$ cat src/rtl/pipe_pkg.sv
// Shared definitions for the pipeline stage registers.
// Holds the default widths, the NOP control encoding and the skid-stage state encoding.
package pipe_pkg;

  localparam int unsigned DATA_W_DEF = 128;
  localparam int unsigned CTRL_W_DEF = 9;
  localparam int unsigned CNT_W_DEF  = 16;
  localparam int unsigned ST_W       = 2;

  // All-zero control is the bubble; a cleared slot always carries this.
  localparam logic [CTRL_W_DEF-1:0] CTRL_NOP = '0;

  // Occupancy of the stage: EMPTY, main slot only, main plus skid slot.
  typedef enum logic [ST_W-1:0] {
    ST_EMPTY = 2'd0,
    ST_ONE   = 2'd1,
    ST_FULL  = 2'd2
  } stateE;

endpackage

$ cat src/rtl/pipe_slot.sv
// Single pipeline slot: valid flag plus payload and control, with load and clear.
// Ports:
//   clock, reset        clock and asynchronous active-low reset
//   load, clear         capture loadData/loadCtrl, or zero the slot (clear wins)
//   loadData, loadCtrl  value captured on load
//   valid, data, ctrl   registered slot contents
module pipe_slot
  import pipe_pkg::*;
#(
  parameter int unsigned DATA_W = DATA_W_DEF,
  parameter int unsigned CTRL_W = CTRL_W_DEF
) (
  input  logic              clock,
  input  logic              reset,
  input  logic              load,
  input  logic              clear,
  input  logic [DATA_W-1:0] loadData,
  input  logic [CTRL_W-1:0] loadCtrl,
  output logic              valid,
  output logic [DATA_W-1:0] data,
  output logic [CTRL_W-1:0] ctrl
);

  // Clear has priority so a flushed or drained slot always reads as a NOP.
  always_ff @(posedge clock or negedge reset) begin
    if (!reset) begin
      valid <= 1'b0;
      data  <= '0;
      ctrl  <= CTRL_W'(CTRL_NOP);
    end else if (clear) begin
      valid <= 1'b0;
      data  <= '0;
      ctrl  <= CTRL_W'(CTRL_NOP);
    end else if (load) begin
      valid <= 1'b1;
      data  <= loadData;
      ctrl  <= loadCtrl;
    end
  end

endmodule

$ cat src/rtl/pipe_stage_skid.sv
// Valid/ready inter-stage register with a two-entry skid buffer.
// Outputs come from the main slot M; the skid slot S absorbs the entry accepted
// in the cycle downstream stalls, so in_ready is a pure register decode.
// Ports:
//   clock, reset                 clock and asynchronous active-low reset
//   flush                        synchronous discard of held and incoming content
//   in_valid/in_ready            upstream handshake, in_data/in_ctrl payload
//   out_valid/out_ready          downstream handshake, out_data/out_ctrl payload
//   stall_count                  saturating count of out_valid & !out_ready cycles
module pipe_stage_skid
  import pipe_pkg::*;
#(
  parameter int unsigned DATA_W = DATA_W_DEF,
  parameter int unsigned CTRL_W = CTRL_W_DEF,
  parameter int unsigned CNT_W  = CNT_W_DEF
) (
  input  logic              clock,
  input  logic              reset,
  input  logic              flush,
  input  logic              in_valid,
  output logic              in_ready,
  input  logic [DATA_W-1:0] in_data,
  input  logic [CTRL_W-1:0] in_ctrl,
  output logic              out_valid,
  input  logic              out_ready,
  output logic [DATA_W-1:0] out_data,
  output logic [CTRL_W-1:0] out_ctrl,
  output logic [CNT_W-1:0]  stall_count
);

  localparam logic [CNT_W-1:0] CNT_MAX = {CNT_W{1'b1}};

  stateE state;
  stateE nextState;

  logic              mLoad;
  logic              mClear;
  logic              mFromSkid;
  logic              sLoad;
  logic              sClear;
  logic              sValid;
  logic [DATA_W-1:0] sData;
  logic [CTRL_W-1:0] sCtrl;
  logic [DATA_W-1:0] mLoadData;
  logic [CTRL_W-1:0] mLoadCtrl;
  logic              inFire;
  logic              outFire;

  assign in_ready = !sValid;
  assign inFire   = in_valid & in_ready;
  assign outFire  = out_valid & out_ready;

  // M refills from S when draining FULL, otherwise from upstream.
  assign mLoadData = mFromSkid ? sData : in_data;
  assign mLoadCtrl = mFromSkid ? sCtrl : in_ctrl;

  // State register.
  always_ff @(posedge clock or negedge reset) begin
    if (!reset) begin
      state <= ST_EMPTY;
    end else begin
      state <= nextState;
    end
  end

  // Next-state and slot control decode; flush overrides every handshake.
  always_comb begin
    nextState = state;
    mLoad     = 1'b0;
    mClear    = 1'b0;
    mFromSkid = 1'b0;
    sLoad     = 1'b0;
    sClear    = 1'b0;

    case (state)
      ST_EMPTY: begin
        if (inFire) begin
          mLoad     = 1'b1;
          nextState = ST_ONE;
        end
      end
      ST_ONE: begin
        if (inFire && outFire) begin
          mLoad = 1'b1;
        end else if (outFire) begin
          mClear    = 1'b1;
          nextState = ST_EMPTY;
        end else if (inFire) begin
          sLoad     = 1'b1;
          nextState = ST_FULL;
        end
      end
      ST_FULL: begin
        if (outFire) begin
          mLoad     = 1'b1;
          mFromSkid = 1'b1;
          sClear    = 1'b1;
          nextState = ST_ONE;
        end
      end
      default: begin
        mClear    = 1'b1;
        sClear    = 1'b1;
        nextState = ST_EMPTY;
      end
    endcase

    if (flush) begin
      mLoad     = 1'b0;
      sLoad     = 1'b0;
      mClear    = 1'b1;
      sClear    = 1'b1;
      nextState = ST_EMPTY;
    end
  end

  // Main slot: drives the stage outputs directly.
  pipe_slot #(
    .DATA_W (DATA_W),
    .CTRL_W (CTRL_W)
  ) u_main (
    .clock    (clock),
    .reset    (reset),
    .load     (mLoad),
    .clear    (mClear),
    .loadData (mLoadData),
    .loadCtrl (mLoadCtrl),
    .valid    (out_valid),
    .data     (out_data),
    .ctrl     (out_ctrl)
  );

  // Skid slot: holds the entry accepted while downstream stalled.
  pipe_slot #(
    .DATA_W (DATA_W),
    .CTRL_W (CTRL_W)
  ) u_skid (
    .clock    (clock),
    .reset    (reset),
    .load     (sLoad),
    .clear    (sClear),
    .loadData (in_data),
    .loadCtrl (in_ctrl),
    .valid    (sValid),
    .data     (sData),
    .ctrl     (sCtrl)
  );

  // Back-pressure counter; saturates and is cleared only by reset.
  always_ff @(posedge clock or negedge reset) begin
    if (!reset) begin
      stall_count <= '0;
    end else if (out_valid && !out_ready && (stall_count != CNT_MAX)) begin
      stall_count <= stall_count + CNT_W'(1);
    end
  end

endmodule

$ cat config.mk
export PLATFORM = sky130hd
export DESIGN_NAME = pipe_stage_skid
export DESIGN_NICKNAME = d
export VERILOG_FILES = /design/src/rtl/pipe_pkg.sv /design/src/rtl/pipe_slot.sv /design/src/rtl/pipe_stage_skid.sv
export SDC_FILE = /design/constraint.sdc
export NUM_CORES = 1
export LEC_CHECK = 0
export BUFFER_PORTS_ARGS = -buffer_cell sky130_fd_sc_hd__buf_4
export CAP_MARGIN = 20
export CORE_UTILIZATION = 48
export CTS_CLUSTER_DIAMETER = 50
export DETAILED_ROUTE_END_ITERATION = 16
export PLACE_DENSITY = 0.81
export SYNTH_ARGS = -nofsm -noshare
export SYNTH_HDL_FRONTEND = slang
export SYNTH_SLANG_ARGS = --single-unit
$ cat constraint.sdc
create_clock -name clock -period 1.89 [get_ports clock]
set_clock_uncertainty 0.1 [all_clocks]
set_input_delay 0.2835 -clock clock [delete_from_list [all_inputs] [get_ports clock]]
set_output_delay 0.2835 -clock clock [all_outputs]
set_load 0.05 [all_outputs]
# [Yosys cells after proc, flatten, opt, wreduce, memory -nomap -nowiden]
# Index checks and enable logic that the tools add are counted.
[totals] out_inout_bits=155 elab_cells=65 reg_bits=294
[op_classes] muxes=36 eq_ne=7 reduce_logical=11 n_addsub=1 bitwise=2
[op_table] cell="$mux 128" n=5
[op_table] cell="$mux 9" n=5
[op_table] cell="$add 16x1->16 const B" n=1
[op_table] cell="$mux 1" n=16
[op_table] cell="$ne 16x16->1 const B" n=1
[op_table] cell="$mux 2" n=6
[op_table] cell="$ne 3x3->1 const B" n=3
[op_table] cell="$pmux 2 s3" n=1
[op_table] cell="$ne 4x4->1 const B" n=1
[op_table] cell="$pmux 1 s2" n=2
[op_table] cell="$reduce_and 4->1" n=1
[op_table] cell="$reduce_bool 2->1" n=2
[op_table] cell="$reduce_or 2->1" n=2
[op_table] cell="$logic_and 1x1->1" n=3
[op_table] cell="$pmux 1 s3" n=1
[op_table] cell="$and 1x1->1" n=2
[op_table] cell="$eq 2x1->1 const B" n=1
[op_table] cell="$eq 2x2->1 const B" n=1
[op_table] cell="$logic_not 1->1" n=2
[op_table] cell="$logic_not 2->1" n=1

# [Depth between registers and ports, before layout]
[logic_depth] depth_word=9 ltp_mapped=7 ltp_nobuf=5

# [Modules after synthesis]
# From an unflattened synthesis, not the netlist that was laid out.
[unflattened] hier_cells=1138 hier_area_um2=14052.2
[by_module_without_submodules] mod="pipe_slot" cells_each=445 area_each_um2=5686.7 n_inst=2
[by_module_without_submodules] mod="pipe_stage_skid" cells_each=248 area_each_um2=2678.8 n_inst=1

# [Worst setup path before layout]
# OpenSTA, ideal clock, no wires.
[synth_timing] path_kind="reg2reg" from="reg stall_count[0]" to="reg stall_count[9]" arrival_ns=1.943 required_ns=1.647 slack_ns=-0.296 path_buffers=0 period_less_slack_ns=2.186 path_stages_with_launch=6 cell_sequence="dfrtp_1 -> ha_1 -> nand4_2 -> or4_1 -> nand4_1 -> xnor2_1"
[synth_between] elab_chain_cells=2 elab_cells_between_ends=3
[synth_rtl] element="from (decl)" line_no="pipe_stage_skid.sv:28" text="output logic [CNT_W-1:0] stall_count"
[synth_rtl] element="from (signal assigned)" line_no="pipe_stage_skid.sv:154" text="stall_count <= stall_count + CNT_W'(1);"
[synth_rtl] element="branches (longest 2 deep; another with $add 16x1->16)"
# Several ways; the timed one is not identified.
# A chain may end at the register's enable or synchronous reset.

# [Final worst setup path]
[layout_timing] from="reg u_main.valid" to="reg u_main.data[72]"
[layout_between] elab_chain_cells=6 elab_cells_between_ends=14
[layout_rtl] element="from (decl)" line_no="pipe_slot.sv:19" text="output logic valid,"
[layout_rtl] element="from (signal assigned)" line_no="pipe_slot.sv:27" text="valid <= 1'b0;"
[layout_rtl] element="from (signal assigned)" line_no="pipe_slot.sv:31" text="valid <= 1'b0;"
[layout_rtl] element="from (signal assigned)" line_no="pipe_slot.sv:35" text="valid <= 1'b1;"
[layout_rtl] element="$and 1x1->1 (*)" line_no="pipe_stage_skid.sv:51" text="assign outFire = out_valid & out_ready;"
[layout_rtl] element="$mux 1 / $logic_and 1x1->1 (equally long branches)" line_no="pipe_stage_skid.sv:85, pipe_stage_skid.sv:94, pipe_stage_skid.sv:83"
[layout_rtl] element="$mux 1, on equally long branches" line_no="pipe_stage_skid.sv:83, pipe_stage_skid.sv:75"
[layout_rtl] element="$pmux 1 s2, or another cell as far along" line_no="pipe_stage_skid.sv:75" text="case (state)"
[layout_rtl] element="$mux 1 / $mux 128 (equally long branches)" line_no="pipe_stage_skid.sv:108, pipe_slot.sv:34"
[layout_rtl] element="$mux 128 / $reduce_bool 2->1 (equally long branches)"
[layout_rtl] element="to (signal assigned)" line_no="pipe_slot.sv:36" text="data <= loadData;"
[layout_rtl] element="to (decl)" line_no="pipe_slot.sv:20" text="output logic [DATA_W-1:0] data,"
# Mark *: on every way between the ends. The rest lies on a longest branch, timed or not. The select of a mux whose other input is x is not followed.

==> impl_metrics.toml <==
[synth]
ys_ff_latch = 294
syn-num-nets = 1014
synthDistinctLibCells = 44
synth_edf_count = 0
syn_area_per_cell_sq_um = 13.91
yosys_warnings = 0
synth_area_sq_um = 12110
syn_inst = 871
synth_flop_cell = "dfrtp_1"
ys_seq_area_share_pct = 60.74
async_flop_share_pct = 100.0

[timing]
finalMaxSlewViolations = 0
fin_ws_ps = 55.15
worstMarginPinSlew_ps = 548.9
hold_viol_final = 0
min_period_over_period_pct = 97.08
maxSlewHeadroom_pct = 63.41
setup_viol = 0
achievable-frequency_mhz = 545.0
whs_ps = 107.6
rsz0062_at_grt = "true"
fin_crit_ps = 1835

[cells_and_area]
layout.cells.most_common = "buf_4"
final_cell_mix = "325 x buf_4, 277 x dfrtp_1, 139 x dlygate4sd3_1"
drive_gt1_share_pct = 32.16
syn2layout_area_growth_pct = 45.47
nNetsFinal = 1460
instances_no_fill = 1666

[global_route]
use_met3_pct = 6.508
grt-busiest-layer = "met2"
grt_usage_pct = 27.62
grt_pass1_vias = 10290
met2_usage_pct = 45.00
grt_pass1_wl_mm = 56.75
grt_overflow = 0
grt_max_degree = 77
gr-usage-met1_pct = 36.18
grt_antenna_before_repair = 2

[place]
hpwl_mm = 20.54
numPortBuffers = 296
dpl_worst_slack_ps = 49.45
gp_routability_congestion = 0.8744
post-place-cells = 1460

[min_path]
hp-class = "primary input to register"
hold_path_depth = 5
min_to = "u_skid.valid"
min-delay-start = "in_valid"

[floorplan]
dieHeight_um = 160.9
fp.dieW_um = 160.9
core_sq_um = 24530
start_util_pct = 49.37
ioPinCount = 297
std_cell_rows = 57
design.die.area_sq_um = 25870

[setup_path]
cp.arrival_ps = 2130
rrSetupSlack_ps = 60
critPathKind = "register to register"
crit_path_end_kind = "register"
reg2reg_depth = 5
cp.required_ps = 2190
worst-path-max-fanout = 37
reg2reg_from = "u_main.valid"
cp-start-kind = "register"
r2r-end = "u_main.data[72]"

[route]
vias = 9828
first_pass_iters = 5
drt_iter0_markers = 660
wl_mm = 36.77
wl_per_cell_um = 22.07
drtAntennaViolNets = 0
drt_drc_violations_left = 0
avgViaCountPerCell = 5.899

[power_and_ir_drop]
p_sw_share_pct = 33.88
p_comb_share_pct = 26.6
ir_drop_mv = 0.8545
p_clk_share_pct = 33.9
sequentialPowerShare_pct = 39.5
p_leak_nw = 9.278
switchingPower_mw = 6.491
cellPowerDensity_nw_per_um2 = 1087
p_int_mw = 12.66

[outcome]
status = "finished clean"

[clocking]
cts_buffers = 35
cts_sinks = 294
root_buffer = "clkbuf_16"
clock_latency_ps = 500
clkTransAtPathRegs_ps = 60
cts_buffer_depth = 3
ctsHtreeMaxLevel = 2
tritoncts = "done"

[flow_run]
drv_cap = 0
## critical path: stages (launching register included)
cell and delay [ps]:
dfrtp_2 450, and2_1 230, o21ai_1 170, o311a_4 330, buf_12 240, o2bb2ai_1 190
## registers in the layout, summed over array words and instances (netlist names)
name	flops
u_skid.ctrl	9
u_skid.data	128
u_skid.valid	1
u_main.ctrl	9
u_main.valid	1
stall_count	16
state	2
u_main.data	128
## power by group through the flow
stage | Sequential (mW) | Combinational [mW] | Clock, mW
floorplan | 9.14 | 1.35 | 0
global placement | 7.59 | 4.69 | 0
detailed placement | 7.59 | 4.77 | 0
CTS | 7.52 | 5.01 | 6.56
global route | 7.62 | 5.33 | 6.84
finish | 7.56 | 5.10 | 6.50
## through the flow
step	setup TNS [ps]	power (mW)	util (%)	cell area [sq um]
after detailed placement	0	12.36	61.24	15020
after CTS	0	19.09	71.42	17520
after global placement	0	12.28	61.24	15020
after global routing	-1.001	19.80	71.82	17620
after floorplan	-14.76	10.49	-	12180
final	0	19.16	71.82	17620
## how the worst max path moves through the flow
stage / from / end / slack [ps] / cells after the start
after floorplan: stall_count[8] / stall_count[15] / -10 / 4
after global routing: u_main.valid / u_main.data[23] / -1 / 5
after global placement: in_valid / u_skid.data[126] / 110 / 7
final: u_main.valid / u_main.data[72] / 60 / 5
after CTS: u_main.valid / u_main.data[106] / 20 / 5
after detailed placement: u_main.valid / u_main.data[0] / 50 / 5
## final cells by class
cell class | count | area (sq um)
flip-flops and latches | 294 | 7381
well taps | 324 | 405.4
diodes | 2 | 5.005
multi-input cells | 492 | 4425
clock inverters | 10 | 97.59
clock buffers | 50 | 1005
fillers | 1560 | 6913
repair buffers | 488 | 4279
inverters | 6 | 22.52
## routing by layer
layer,up-vias,share of wire [%]
met1,5047,40
met3,88,7.4
met5,-,0
met2,451,50
met4,0,2.8
li1,4242,-
## synthesized netlist by cell type (2+ instances only)
| cell | number | area [sq um] |
|---|---|---|
| buf_1 | 3 | 11.26 |
| xor2_1 | 5 | 43.79 |
| o21ai_0 | 4 | 20.02 |
| a22o_1 | 137 | 1200 |
| nand4_1 | 6 | 37.54 |
| a21o_1 | 2 | 15.01 |
| xnor2_1 | 6 | 52.55 |
| buf_2 | 69 | 345.3 |
| clkbuf_1 | 6 | 22.52 |
| mux2_1 | 2 | 22.52 |
| nand2_1 | 7 | 26.28 |
| nor3_1 | 5 | 25.02 |
| inv_1 | 6 | 22.52 |
| nand3_1 | 5 | 25.02 |
| mux2i_1 | 137 | 1371 |
| dfrtp_1 | 294 | 7357 |
| o21a_1 | 3 | 22.52 |
| nand3b_1 | 2 | 15.01 |
| o2bb2ai_1 | 137 | 1200 |
| nor4_4 | 2 | 42.54 |
| nor2_1 | 6 | 22.52 |
| a21oi_1 | 4 | 20.02 |
| nand4b_1 | 2 | 17.52 |
## cell families after synthesis
family	share of synthesized area, %
fa+ha+maj	0.1033
mux	11.63
buf+inv	3.378
xor+xnor	0.7954
simple gates	2.459
compound gates	20.90
flops	60.74
## repair_timing
| item | 4_1_cts | 5_1_grt |
|---|---|---|
| pin swaps | 0 | 2 |
| gates resized for setup | 1 | 9 |
| setup endpoints to repair | 1 | 89 |
| cloned | 0 | 1 |
| endpoints found under the hold margin | 314 | 0 |
| buffers inserted | 0 | 4 |
| hold buffers | 139 | 0 |
Power figures use the tool's default switching activity.
